`config.mk`:
```
export PLATFORM = sky130hd
export DESIGN_NAME = irq_encoder_148
export DESIGN_NICKNAME = d
export VERILOG_FILES = /design/src/rtl/irq_enc_pkg.sv /design/src/rtl/irq_encoder_148_req_sync.sv /design/src/rtl/irq_encoder_148.sv
export SDC_FILE = /design/constraint.sdc
export NUM_CORES = 1
export LEC_CHECK = 0
export ABC_AREA = 1
export CAP_MARGIN = 20
export CELL_PAD_IN_SITES_DETAIL_PLACEMENT = 1
export CELL_PAD_IN_SITES_GLOBAL_PLACEMENT = 1
export CORE_MARGIN = 3
export CORE_UTILIZATION = 35
export CTS_CLUSTER_SIZE = 40
export DETAILED_ROUTE_END_ITERATION = 10
export GPL_TIMING_DRIVEN = 0
export PLACE_DENSITY = 0.77
export RECOVER_POWER = 25
export SYNTH_ARGS = -nofsm -noshare
export SYNTH_HDL_FRONTEND = slang
export SYNTH_SLANG_ARGS = --single-unit
```
`constraint.sdc`:
```
create_clock -name clk -period 0.85 [get_ports clk]
set_input_delay 0.085 -clock clk [delete_from_list [all_inputs] [get_ports clk]]
set_output_delay 0.085 -clock clk [all_outputs]
set_load 0.01 [all_outputs]
```
`src/rtl/irq_enc_pkg.sv`:
```
// Shared types and helpers for the irq_encoder_148 priority encoder.
package irq_enc_pkg;

  localparam int N_REQ  = 8;
  localparam int CODE_W = $clog2(N_REQ);

  typedef enum logic [1:0] {
    IDLE    = 2'd0,
    PRESENT = 2'd1,
    GAP     = 2'd2
  } state_t;

  // Highest set index wins; returns 0 for an all-zero vector.
  function automatic logic [CODE_W-1:0] highest_idx(input logic [N_REQ-1:0] v);
    logic [CODE_W-1:0] idx;
    idx = '0;
    for (int i = 0; i < N_REQ; i++) begin
      if (v[i]) idx = CODE_W'(i);
    end
    return idx;
  endfunction

endpackage

```
`src/rtl/irq_encoder_148_req_sync.sv`:
```
// Two-flop synchroniser with a trailing previous-value flop; all flops reset to 1 (idle level).
module req_sync #(
  parameter int WIDTH = 8
) (
  input  logic             clk,
  input  logic             rst_n,
  input  logic [WIDTH-1:0] d,
  output logic [WIDTH-1:0] s2,
  output logic [WIDTH-1:0] s2_prev
);

  logic [WIDTH-1:0] s1;

  always_ff @(posedge clk or negedge rst_n) begin
    if (!rst_n) begin
      s1      <= '1;
      s2      <= '1;
      s2_prev <= '1;
    end else begin
      s1      <= d;
      s2      <= s1;
      s2_prev <= s2;
    end
  end

endmodule

```
`src/rtl/irq_encoder_148.sv`:
```
// Clocked 8-to-3 priority encoder with request capture and valid/ack handshake.
// Define IRQ_EDGE_CAPTURE_EN for falling-edge capture; otherwise pending follows the request level.
module irq_encoder_148
  import irq_enc_pkg::*;
(
  input  logic              clk,
  input  logic              rst_n,
  input  logic [N_REQ-1:0]  req_n,
  input  logic              ei_n,
  input  logic              ack,
  output logic [CODE_W-1:0] code,
  output logic              valid,
  output logic              gs_n,
  output logic              eo_n
);

  logic [N_REQ-1:0] s2;
  logic [N_REQ-1:0] s2_prev;
  logic [N_REQ-1:0] pending;
  logic [N_REQ-1:0] pending_nxt;
  logic             any_pend;
  state_t           state;

  req_sync #(
    .WIDTH (N_REQ)
  ) u_req_sync (
    .clk     (clk),
    .rst_n   (rst_n),
    .d       (req_n),
    .s2      (s2),
    .s2_prev (s2_prev)
  );

`ifdef IRQ_EDGE_CAPTURE_EN
  logic [N_REQ-1:0] capture;
  logic [N_REQ-1:0] clear;

  // A capture landing on the same edge as its clear must survive, so OR it in last.
  always_comb begin
    capture     = ~s2 & s2_prev;
    clear       = (state == PRESENT && ack) ? (N_REQ'(1) << code) : '0;
    pending_nxt = (pending & ~clear) | capture;
  end
`else
  logic unused_s2_prev;
  assign unused_s2_prev = ^s2_prev;

  always_comb begin
    pending_nxt = ~s2;
  end
`endif

  always_ff @(posedge clk or negedge rst_n) begin
    if (!rst_n) pending <= '0;
    else        pending <= pending_nxt;
  end

  assign any_pend = |pending;
  assign gs_n     = ei_n | ~any_pend;
  assign eo_n     = ei_n | any_pend;

  // GAP lasts one cycle and then decides exactly like IDLE; code is held without preemption.
  always_ff @(posedge clk or negedge rst_n) begin
    if (!rst_n) begin
      state <= IDLE;
      code  <= '0;
      valid <= 1'b0;
    end else begin
      case (state)
        IDLE, GAP: begin
          if (!ei_n && any_pend) begin
            code  <= highest_idx(pending);
            valid <= 1'b1;
            state <= PRESENT;
          end else begin
            state <= IDLE;
          end
        end
        PRESENT: begin
          if (ack) begin
            valid <= 1'b0;
            state <= GAP;
          end
        end
        default: begin
          valid <= 1'b0;
          state <= IDLE;
        end
      endcase
    end
  end

endmodule

```
==> metrics.cfg <==
[run]
drv_cap = 0

[critical_path]
crit_start = pending[5]$_DFF_PN0_
crit_type = flip-flop to output pin
start_kind = flip-flop
cp_common_cell = nor2_2
r2r_start = pending[5]$_DFF_PN0_
max_stage_delay_ps = 410
r2r_end = code[0]$_DFFE_PN0P_
crit_chain = nor2_2 -> nand2_2 -> nor2_2 -> nand2_1 -> buf_2
cpMaxStageDelayCell = dfrtp_1
ff2ff_setup_slack_ps = -260
worstPathArrival_ps = 1240
worstSetupEndpointType = output pin
worst-endpoint-required_ps = 760
ff2ff_path_depth = 7
crit_fanout = 2

[run_status]
outcome = complete, but fails checks
violations = setup timing

[detailed_routing]
first_pass_iters = 2
drc = 0
via_per_inst = 4.33
drt_iter0_markers = 4
num_vias = 649
totalWireLength_um = 1770
detail-route-antenna-nets = 0
wire_per_inst_um = 11.8

[grt]
overflow = 0
antenna_found_initial = 0
grt_pass1_vias = 688
grt_pass1_wl_um = 2880
grt_max_degree = 25
grt_usage_pct = 11.6

[cells_and_area]
final_cells = 150
syn2layout_area_growth_pct = 38.7
drive_gt1_share_pct = 45.0
fin_nets = 131
diodes = 0

[timing]
drv_slew = 0
tightest_slew_ps = 446
setup_violations = 11
hold_ws_ps = 149
timing.setup.tns_ps = -2340
setup_ws_ps = -474
hold_viol_final = 0
post-route-min-period_ps = 1320
fmax_mhz = 755
fin_crit_sh_pct = 156
rsz0062_at_grt = true
slew_headroom_pct = 70.2
finClkSkew_ps = 3.84

[yosys]
yosys.area.top_type = dfstp_2
postSynth.asyncResetShare_pct = 100
yosysWarnings = 0
syn_inst = 83
synth_edf_count = 0
yosysSeqAreaShare_pct = 76.9
synth_fp_nets = 95
yosys-top-cells-area = dfstp_2 42%, dfrtp_1 35%, inv_1 7.1%
netlist_area_um2 = 1000
ys_ff_latch = 30
syn_avg_cell_area_um2 = 12.1
synth_top_area_share_pct = 41.9
synth_cell_types = 13
yosysMostFrequentCell = inv_1
yosys-top-cells-count = 19 x inv_1, 17 x nand2_1, 16 x dfstp_2
ys.flop_type = dfstp_2

[placement]
dp.cells = 131
gp_congestion = 0.748
hpwl_um = 1150
numPortBuffers = 17
dp_slack_ps = -568

[clocking]
hold_buffers = 0
numCtsBuffers = 5
clk_pin_slew_worst_paths_ps = 90
cts.htree.levels = 2
clock_sinks = 30
clockRootBuffer = clkbuf_4
cts.path.max_buffers = 2
clkLatencyLatePin_ps = 310
cts_tree = built

[die]
start_util_pct = 38.7
die_x_um = 59.5
row_count = 18
dieArea_um2 = 3540
chipHeight_um = 59.5
io_pins = 18
coreArea_um2 = 2590

[min_path]
worstHoldPathType = primary input to asynchronous set/reset pin

[power]
p_leak_nw = 0.705
p_per_area_nw_per_um2 = 2110
ir_drop_mv = 1.24

==> how the worst max path moves through the flow <==
stage                     cells past startpoint  slack [ps]                    to
final                                         5        -470                  eo_n
after global routing                          5        -600                  eo_n
after CTS                                     5        -500                  eo_n
after detailed placement                      6        -570                  gs_n
after global placement                        1        -690  pending[7]$_DFF_PN0_
after floorplan                               6         -80  state[0]$_DFFE_PN0P_
==> sequential cells by signal (all words and copies together), names as in the netlist <==
name           flops
code               3
pending            8
state              2
u_req_sync.s1      8
u_req_sync.s2      8
valid              1
==> where the power goes <==
part           leakage, nW  switching, W  internal (W)
combinational        0.337      0.000208      0.000247
sequential           0.333     0.0000620       0.00158
clock               0.0353      0.000444      0.000400
total                0.705      0.000714       0.00223
==> kinds of logic (layout without fill, tap and decap cells) <==
group / Yosys count / in the layout / share of synthesized area [%]
compound gates: 6 / 6 / 3.25
buf+inv: 21 / 58 / 7.87
flops: 30 / 30 / 76.9
simple gates: 26 / 26 / 12.0
==> critical path, delay by kind of cell (launching register included) <==
kind | cells | cell delay [ps]
buffers and inverters | 1 | 140
AND/OR/NAND/NOR | 4 | 390
flip-flops | 1 | 410
==> per-stage QoR <==
stage                     power [W]  area [um2]  util [%]
final                       0.00294        1390      53.7
after global routing        0.00314        1390      53.7
after CTS                   0.00291        1330      51.4
after detailed placement    0.00204        1240      47.8
after global placement      0.00199        1210      46.7
after floorplan             0.00179        1000         -
==> what timing repair did <==
action	in CTS	in global routing
gates cloned	0	0
hold endpoints to repair	0	0
buffers inserted	8	7
endpoints found under the setup margin	11	11
gates resized for setup	32	4
pin swaps	9	9
==> placed cells by master (no fill, tap or decap), drive strengths merged, types with 3 or more instances in the layout <==
cell type,Yosys,routed
buf,0,18
clkbuf,0,7
dfrtp,14,14
dfstp,16,16
dlygate4sd3,0,9
inv,21,21
nand2,18,18
nor2,6,6
o21ai,3,3
==> routing by layer <==
metal	GRT usage (%)	routed length [um]	up-vias
li1	-	-	309
met1	10.7	600	312
met2	20.1	964	24
met3	5.88	160	4
met4	6.96	42	0
met5	0	0	-
==> final cells by class <==
cell class	instances	area, um2
fillers	292	1200
flip-flops and latches	30	771
repair buffers	29	263
multi-input cells	32	180
inverters	21	78.8
clock buffers	7	55.1
well taps	30	37.5
clock inverters	1	5.00
Power figures use the tool's default switching activity.
